## config.mk

```make
export PLATFORM = sky130hd
export DESIGN_NAME = mmp_iddmm_drv
export DESIGN_NICKNAME = d
export VERILOG_FILES = /design/src/rtl/mmp_iddmm_pkg.sv /design/src/rtl/simple_ram.sv /design/src/rtl/mmp_iddmm_drv.sv
export SDC_FILE = /design/constraint.sdc
export NUM_CORES = 2
export LEC_CHECK = 0
export BUFFER_PORTS_ARGS = -buffer_cell sky130_fd_sc_hd__buf_2
export CORE_UTILIZATION = 55
export CTS_CLUSTER_DIAMETER = 50
export DETAILED_ROUTE_END_ITERATION = 10
export GPL_TIMING_DRIVEN = 0
export PLACE_DENSITY = 0.73
export SYNTH_ARGS = -nofsm -noshare
export SYNTH_HDL_FRONTEND = slang
export SYNTH_SLANG_ARGS = --single-unit
```

## constraint.sdc

```tcl
create_clock -name clk -period 13.8 [get_ports clk]
set_clock_uncertainty 0.05 [all_clocks]
set_input_delay 0.69 -clock clk [delete_from_list [all_inputs] [get_ports clk]]
set_output_delay 0.69 -clock clk [all_outputs]
set_load 0.01 [all_outputs]
```

## src/rtl/mmp_iddmm_pkg.sv

```systemverilog
// mmp_iddmm_pkg: shared FSM state encoding and core write-enable one-hot constants
package mmp_iddmm_pkg;
  typedef enum logic [2:0] {IDLE, LD_M1, LD_X, LD_Y, LD_M, REQ, WAIT, DRAIN} state_t;
  localparam logic [2:0] WE_NONE = 3'b000;
  localparam logic [2:0] WE_X = 3'b001;
  localparam logic [2:0] WE_Y = 3'b010;
  localparam logic [2:0] WE_M = 3'b100;
endpackage

```

## src/rtl/simple_ram.sv

```systemverilog
// simple_ram: D x W LUT RAM, synchronous write, asynchronous read
// Ports: clk, we/waddr/wdata write port, raddr/rdata read port.
module simple_ram #(
  parameter int W = 128,
  parameter int D = 32,
  parameter int AW = $clog2(D)
) (
  input  logic          clk,
  input  logic          we,
  input  logic [AW-1:0] waddr,
  input  logic [W-1:0]  wdata,
  input  logic [AW-1:0] raddr,
  output logic [W-1:0]  rdata
);
  logic [W-1:0] mem [D];
  always_ff @(posedge clk)
    if (we) mem[waddr] <= wdata;
  assign rdata = mem[raddr];
endmodule

```

## src/rtl/mmp_iddmm_drv.sv

```systemverilog
// mmp_iddmm_drv: streams m1/x/y/m operand words into a Montgomery core, collects and drains its result
// Ports: clk/rst (sync, active-high); in_valid/in_ready/in_data operand stream;
// wr_ena/wr_addr/wr_x/wr_y/wr_m/wr_m1 core load port; task_req/task_grant/task_res/task_end core
// handshake; out_valid/out_ready/out_data/out_last result stream; busy, sticky err.
// Option: MMP_IDDMM_DRV_TIMEOUT_EN adds a WAIT watchdog of TIMEOUT cycles.
module mmp_iddmm_drv
  import mmp_iddmm_pkg::*;
#(
  parameter int K = 128,
  parameter int N = 32,
  parameter int ADDR_W = $clog2(N),
  parameter int TIMEOUT = 4096
) (
  input  logic              clk,
  input  logic              rst,
  input  logic              in_valid,
  output logic              in_ready,
  input  logic [K-1:0]      in_data,
  output logic [2:0]        wr_ena,
  output logic [ADDR_W-1:0] wr_addr,
  output logic [K-1:0]      wr_x,
  output logic [K-1:0]      wr_y,
  output logic [K-1:0]      wr_m,
  output logic [K-1:0]      wr_m1,
  output logic              task_req,
  input  logic              task_grant,
  input  logic [K-1:0]      task_res,
  input  logic              task_end,
  output logic              out_valid,
  input  logic              out_ready,
  output logic [K-1:0]      out_data,
  output logic              out_last,
  output logic              busy,
  output logic              err
);
  localparam logic [ADDR_W:0] NF = (ADDR_W+1)'(N);
  localparam logic [ADDR_W:0] NL = (ADDR_W+1)'(N-1);
  state_t state, nxt;
  logic [ADDR_W:0] cnt, rcnt, ocnt, rcnt_n;
  logic [N-1:0] vld;
  logic [K-1:0] rd;
  logic xfer, grant_ok, tmo;
  // cnt reaches N in LD_M only after the last m word, holding in_ready low for the write cycle
  assign in_ready = state inside {LD_M1, LD_X, LD_Y} || (state == LD_M && cnt != NF);
  assign xfer = in_valid && in_ready;
  assign grant_ok = state == WAIT && task_grant && rcnt != NF;
  assign rcnt_n = rcnt + (ADDR_W+1)'(grant_ok);
  assign busy = state != IDLE;
  assign task_req = state == REQ;
  assign out_valid = state == DRAIN;
  assign out_last = out_valid && ocnt == NL;
  // slots never granted since LD_M1 entry read as zero
  assign out_data = (out_valid && vld[ocnt[ADDR_W-1:0]]) ? rd : '0;
`ifdef MMP_IDDMM_DRV_TIMEOUT_EN
  localparam int TW = $clog2(TIMEOUT+1);
  logic [TW-1:0] tcnt;
  always_ff @(posedge clk)
    tcnt <= (rst || state != WAIT) ? '0 : tcnt + 1'b1;
  assign tmo = state == WAIT && !task_end && tcnt == TW'(TIMEOUT-1);
`else
  assign tmo = 1'b0;
`endif
  simple_ram #(.W(K), .D(N), .AW(ADDR_W)) u_buf (
    .clk(clk),
    .we(grant_ok),
    .waddr(rcnt[ADDR_W-1:0]),
    .wdata(task_res),
    .raddr(ocnt[ADDR_W-1:0]),
    .rdata(rd)
  );
  always_comb begin
    nxt = state;
    unique case (state)
      IDLE:  nxt = in_valid ? LD_M1 : IDLE;
      LD_M1: nxt = xfer ? LD_X : LD_M1;
      LD_X:  nxt = (xfer && cnt == NL) ? LD_Y : LD_X;
      LD_Y:  nxt = (xfer && cnt == NL) ? LD_M : LD_Y;
      LD_M:  nxt = cnt == NF ? REQ : LD_M;
      REQ:   nxt = WAIT;
      WAIT:  nxt = task_end ? DRAIN : tmo ? IDLE : WAIT;
      DRAIN: nxt = (out_ready && out_last) ? IDLE : DRAIN;
      default: nxt = IDLE;
    endcase
  end
  always_ff @(posedge clk) begin
    if (rst) begin
      state <= IDLE;
      cnt <= '0;
      rcnt <= '0;
      ocnt <= '0;
      vld <= '0;
      err <= 1'b0;
      wr_ena <= WE_NONE;
      wr_addr <= '0;
      wr_x <= '0;
      wr_y <= '0;
      wr_m <= '0;
      wr_m1 <= '0;
    end else begin
      state <= nxt;
      wr_ena <= WE_NONE;
      if (state == IDLE && in_valid) begin
        cnt <= '0;
        rcnt <= '0;
        ocnt <= '0;
        vld <= '0;
        err <= 1'b0;
      end
      if (xfer && state == LD_M1) wr_m1 <= in_data;
      if (xfer && state inside {LD_X, LD_Y, LD_M}) begin
        wr_addr <= cnt[ADDR_W-1:0];
        wr_ena <= state == LD_X ? WE_X : state == LD_Y ? WE_Y : WE_M;
        cnt <= (state != LD_M && cnt == NL) ? '0 : cnt + 1'b1;
      end
      if (xfer && state == LD_X) wr_x <= in_data;
      if (xfer && state == LD_Y) wr_y <= in_data;
      if (xfer && state == LD_M) wr_m <= in_data;
      if (grant_ok) vld[rcnt[ADDR_W-1:0]] <= 1'b1;
      rcnt <= state == WAIT ? rcnt_n : (state == IDLE && in_valid) ? '0 : rcnt;
      if (state == WAIT && task_grant && rcnt == NF) err <= 1'b1;
      if (state == WAIT && task_end && rcnt_n != NF) err <= 1'b1;
      if (tmo) err <= 1'b1;
      if (out_valid && out_ready) ocnt <= ocnt + 1'b1;
    end
  end
endmodule

```

==> Word level (Yosys, flattened, before mapping) <==
Memory sizes are Yosys's and may differ from the RTL's. A register that Yosys moved wholly into a read port is not among the register bits.
Cells that the tools add are included.
{ "word_totals": {"in_bits": 262, "rom_bits": 0, "register_bits": 574, "ram_bits": 4096, "latchBits": 0, "n_memories": 1} }
{ "op_classes": {"muxes": 30, "n_mul": 0, "n_eq_ne": 15, "reduce_logical": 31, "magnitude_cmp": 3, "n_bitwise": 2, "n_div": 0, "n_shift": 0, "add_sub_neg": 3} }
{ "memory_table": {"columns": ["memory", "words", "word_bits", "rd", "rd_clocked_by_memory_dff", "wr", "line", "rtl"], "rows": [
  ["u_buf.mem", 32, 128, 1, 1, 1, "simple_ram.sv:15", "logic [W-1:0] mem [D];"]
]} }
{ "ops": {"columns": ["cell", "count"], "rows": [
  ["128-bit 2-to-1 mux", 1],
  ["32-bit 2-to-1 mux", 3],
  ["32-bit bitwise OR", 1],
  ["6-bit 2-to-1 mux", 5],
  ["3-bit one-hot mux with 8 select lines", 1],
  ["1-bit logical AND", 20],
  ["6-bit inequality test, second input constant", 3],
  ["6-bit by 1-bit adder with 6-bit output, second input constant", 2],
  ["3-bit equality test, second input constant", 4],
  ["6-bit by 5-bit equality test with 1-bit output, second input constant", 2],
  ["6-bit equality test, second input constant", 2],
  ["5-bit by 6-bit less-than comparator with 1-bit output, second input constant", 2],
  ["1-bit 2-to-1 mux", 12],
  ["3-bit nonzero test", 4],
  ["5-bit 2-to-1 mux", 2],
  ["3-bit 2-to-1 mux", 3],
  ["6-bit by 1-bit adder with 6-bit output", 1],
  ["3-bit by 2-bit equality test with 1-bit output, second input constant", 2],
  ["2-bit nonzero test", 3],
  ["1-bit binary-select mux with 5-bit select", 1],
  ["1-bit demux with 5-bit select", 1],
  ["5-bit by 1-bit >= comparator with 1-bit output, second input constant", 1],
  ["3-bit by 1-bit equality test with 1-bit output, second input constant", 1],
  ["3-bit logical NOT", 1],
  ["other kinds (6)", 6]
]} }

==> Logic depth before layout (Yosys ltp) <==
{ "logic_depth": {"depth_word": 7, "depth_mapped": 11, "ltp_nobuf": 9} }

==> Modules after synthesis <==
From an unflattened synthesis, not the netlist that was laid out.
{ "unflattened": {"cells_unflattened": 9033, "hier_area_um2": 174060.7} }
{ "by_module_without_submodules": {"columns": ["module", "seq_area_each_um2", "instances", "cells_each", "area_per_inst_um2"], "rows": [
  ["simple_ram", 122998.0, 1, 6312, 152673.9],
  ["mmp_iddmm_drv", 11491.0, 1, 2721, 21386.8]
]} }

==> Worst setup path before layout <==
Ideal clock, no wire load.
{ "synth_path": {"path_kind": "reg-to-reg", "startpoint": "register state[2]", "endpoint": "memory u_buf.mem[0][0], enable pin", "t_arrival_ps": 9893, "synth_period_minus_slack_ps": 10717, "path_stages_with_launch": 6, "slack_ps": 3083, "setup_ps": 774, "t_required_ps": 12976, "path_cell_list": "dfxtp_1 > clkbuf_1 > and3b_1 > buf_2 > nand3_1 > nor3_1"} }
{ "synth_between": {"elab_chain_len": 5} }
{ "synth_rtl": {"columns": ["item", "line", "rtl"], "rows": [
  ["from (decl)", "mmp_iddmm_drv.sv:38", "state_t state, nxt;"],
  ["from (signal assigned)", "mmp_iddmm_drv.sv:100", "state <= nxt;"],
  ["3-bit equality test", "mmp_iddmm_drv.sv:46", "assign grant_ok = state == WAIT && task_grant && rcnt != NF;"],
  ["1-bit logical AND (2 in series)", "mmp_iddmm_drv.sv:46", null],
  ["1-bit 2-to-1 mux", "simple_ram.sv:17", "if (we) mem[waddr] <= wdata;"],
  ["1-bit 2-to-1 mux (implied by the code)", "simple_ram.sv:17", null],
  ["to (decl)", "simple_ram.sv:15", null]
]} }
Every way passes these cells.

==> summary.txt <==
Status
  – Outcome: finished with violations
  – Failing checks: capacitance limit, slew limit

Pwr
  – NetSw: just under 6 mW
  – Sequential Power Share: 53.8%
  – P per Cell Area: 138.7 nW/um^2
  – Clock power frac: 44.4%
  – Worst vdd ir: 0.0001451 V
  – Power, Total: 28.62 mW
  – Design internal power: about 23 mW
  – Switching share of power: between 20% and 30%
  – P_leak: around 66 nW
  – Comb pwr share: ~1.8%

Detailed routing
  – Routed vias: 97792
  – DRT antenna net count: 0
  – M1 wire length: 181.9 mm
  – Uppermost routed layer: met5
  – Drt via density: roughly 6.4
  – Met3 wire len: 46.60 mm
  – Initial DRC Count: 11981
  – Met2 wire len: 252.7 mm
  – Detailed Route WL: 512.1 mm
  – WL per Instance: 33.33 um
  – Pre-antenna DRT Iters: 9
  – # DRC: 0

Finish
  – Area grow syn2layout: 17.66%
  – Fillers: 20873
  – Reg area: 134600 um^2
  – Share of post-route cells with drive strength above 1: 28.56%
  – Area of the multi-input gates: 38360 um^2
  – Fin cells: roughly 15000
  – Post-Layout Inst Area: 206300 um^2
  – Nets: 11036
  – Post-layout util: 65.28%

Floorplanning
  – Initial Util: between 50% and 60%
  – CORE AREA: 316000 um^2
  – Die X: around 570 um
  – Core Rows: 206
  – Die Y: 566.6 um
  – Die ar.: 321000 um^2
  – I/O pin cnt: approximately 900

Global route
  – Pin count of the biggest net entering global routing: 33
  – Initial antenna violation count: 56
  – First-pass GRT wire length: 719.9 mm
  – Overall global routing resource usage: 31.67%
  – Vias in the first global route: 97905
  – Total grt overflow: 0

Clock network
  – Worst-case clock buffer depth: 4
  – CTS tree: done
  – Clock sinks: 4675
  – CTS buffer count: 475
  – Max H-tree Level: 5
  – Clock transition at path regs: roughly 0.06 ns
  – Worst-Skew Late Latency: 0.99 ns
  – Post-CTS setup buffer count: 0
  – Root Driver: clkbuf_16

Timing
  – RSZ-0062 raised after global routing: false
  – Period utilisation layout: 43.39%
  – Final setup fails: 0
  – Fmax: between 150 and 200 MHz
  – Final hold vios: 0
  – Fin crit period: 5.988 ns
  – Slew HR: -0.5091%
  – Setup TNS Final: 0 ns
  – Fin. max-slew vios: 11
  – Worst setup margin: 7.812 ns
  – Worst-Margin Slew: about 1.5 ns
  – Final Hold Slack: 0.06287 ns

Setup path
  – CP startpoint kind: register
  – Crit path DAT: 5.25 ns
  – Crit path max fanout: 10
  – Crit-path cells: clkbuf_1 > clkbuf_1 > mux4_2 > a22oi_1 > and3_1 > a311oi_2 > buf_2
  – Max stage delay on crit path: 1.15 ns
  – Most Frequent Cell on Critical Path: clkbuf_1
  – Crit path max-delay cell type: clkbuf_1
  – Setup CP Type: register to primary output
  – Crit path required time: 13.06 ns
  – Crit end category: primary output

Synthesis
  – Async set-reset flop share out of synthesis: 0%
  – Mapped Cells: 9048
  – Post-Syn Nets: 9316
  – EDFF count, synth: 4096
  – Area contributors post-synth: edfxtp_1, mux4_2, dfxtp_1, nand2_1, a21oi_1
  – Ys Warns: 0
  – Post-synthesis sequential area ratio: between 70% and 80%
  – Yosys cell types: 58
  – Leading area contributor after synthesis: edfxtp_1
  – Post-synth top area share: 70.16%
  – Main synth FF type: edfxtp_1
  – Mapped cell area: between 150000 and 200000 um^2
  – Syn_area_per_cell: 19.38 um^2
  – FF+latch count, synth: ~4700

Worst hold path
  – Hold WC Path Type: input pin to register

Placement
  – Cell Area, Placed: 189700 um^2
  – Routability cong.: 0.9766
  – Pre-CTS setup slack: 8.946 ns
  – Post-DP HPWL: 354.8 mm
  – Number of port buffers: 914
  – Post-Place Cells: approximately 14000

Job
  – Max cap viols: 1
[what timing repair did]
action                                 CTS  global route
endpoints found under the hold margin  387             0
hold buffers                           109             0
gates resized for setup                  0             0
[path summary, 6_finish.rpt]
path,start,end,slack (ns),depth (start not counted)
setup reg to reg,state[2]$_SDFF_PP0_,u_buf.mem[13][88]$_DFFE_PP_,9.84,10
hold reg to reg,wr_m1[105]$_SDFFE_PP0P_,wr_m1[105]$_SDFFE_PP0P_,0.40,2
setup / recovery,register,out_data[39],7.81,7
hold / removal,out_ready,ocnt[1]$_SDFFE_PP0N_,0.06,3
[per-layer routing]
layer / vias up / GRT usage [%]
met2: 5694 / 51.98
met3: 1090 / 6.279
met5: - / 0
met4: 14 / 16.70
met1: 50857 / 40.28
li1: 40137 / -
[placed cells by master (no fill, tap or decap), types with 11 or more instances in the layout]
| master | n |
|---|---|
| nand2_1 | 1183 |
| buf_2 | 1048 |
| clkbuf_1 | 448 |
| nand3_1 | 14 |
| a22oi_1 | 410 |
| buf_1 | 47 |
| clkinv_1 | 91 |
| nor2b_1 | 15 |
| bufinv_16 | 42 |
| buf_6 | 30 |
| clkinvlp_4 | 19 |
| clkinv_4 | 15 |
| clkbuf_2 | 29 |
| a311oi_1 | 13 |
| buf_12 | 166 |
| a311oi_2 | 119 |
| nor3_1 | 11 |
| dlygate4sd3_1 | 109 |
| inv_6 | 25 |
| mux4_2 | 1021 |
| clkinv_2 | 86 |
| clkbuf_8 | 16 |
| dfxtp_1 | 579 |
| and3_1 | 131 |
| clkbuf_16 | 480 |
| buf_16 | 32 |
| nor2_4 | 30 |
| diode_2 | 34 |
| nor2_1 | 66 |
| a21oi_1 | 666 |
| edfxtp_1 | 4096 |
[power by group through the flow]
stage	clock network [mW]	logic [mW]	registers [mW]
after floorplan	0	0.0979	15.7
after global placement	0	0.455	15.7
after detailed placement	0	0.482	15.7
after CTS	12.8	0.507	15.4
after global routing	13.3	0.540	15.4
final	12.7	0.515	15.4
[worst max-delay path: cells and delay by family, from the launching register on]
family	cells	cell delay, ns
muxes	1	0.34
and+or+nand+nor	1	0.25
DFF	1	0.65
buffers and inverters	3	2.11
AOI/OAI and AO/OA	2	0.90
[cells in the mapped netlist, types with 2 or more instances]
master	number
edfxtp_1	4096
nand2_1	1183
mux4_2	1021
a21oi_1	666
dfxtp_1	579
a22oi_1	410
clkbuf_1	389
buf_2	133
and3_1	131
a311oi_2	119
nor2_1	96
buf_1	48
nor2b_1	15
nand3_1	14
a311oi_1	13
nor3_1	13
buf_12	11
mux2i_1	10
nand2b_1	10
inv_1	8
mux4_1	8
o21ai_0	8
ha_1	6
and2_1	4
buf_6	4
or3_1	4
a31oi_1	3
a32oi_1	3
nand3b_1	3
o21a_1	3
a311o_1	2
a41oi_1	2
and3b_1	2
nand4_1	2
nor3b_1	2
nor4_1	2
o21bai_1	2
o41ai_1	2
xor2_1	2
[cell type report]
| cell class | instances | area share (%) |
|---|---|---|
| Antenna cell | 34 | 0.04125 |
| Multi-Input combinational cell | 3780 | 18.60 |
| Inverter | 8 | 0.01456 |
| Sequential cell | 4675 | 65.25 |
| Clock inverter | 295 | 1.366 |
| Timing Repair Buffer | 1243 | 4.856 |
| Clock buffer | 584 | 6.090 |
| Buffer | 585 | 1.265 |
| Tap cell | 4160 | 2.523 |
[sequential cells by signal, indices dropped and copies added (netlist names), named ones only]
signal	count
wr_y	128
wr_m	128
err	1
cnt	6
vld	32
rcnt	6
ocnt	6
u_buf.mem	4096
state	3
wr_addr	5
wr_ena	3
wr_x	128
wr_m1	128
[cell families (layout without fill, tap and decap cells)]
family	count (synthesis)	after routing	share of synthesized area (%)
adders and majority gates	6	6	0.04282
xor gates and xnor gates	2	2	0.009994
other	0	34	0
muxes	1040	1040	13.30
AOI/OAI and AO/OA	1245	1245	4.919
and+or+nand+nor	1487	1487	3.474
buffers and inverters	593	2715	1.484
DFF	4675	4675	76.77
No activity file was read; power rests on OpenSTA's default activity.
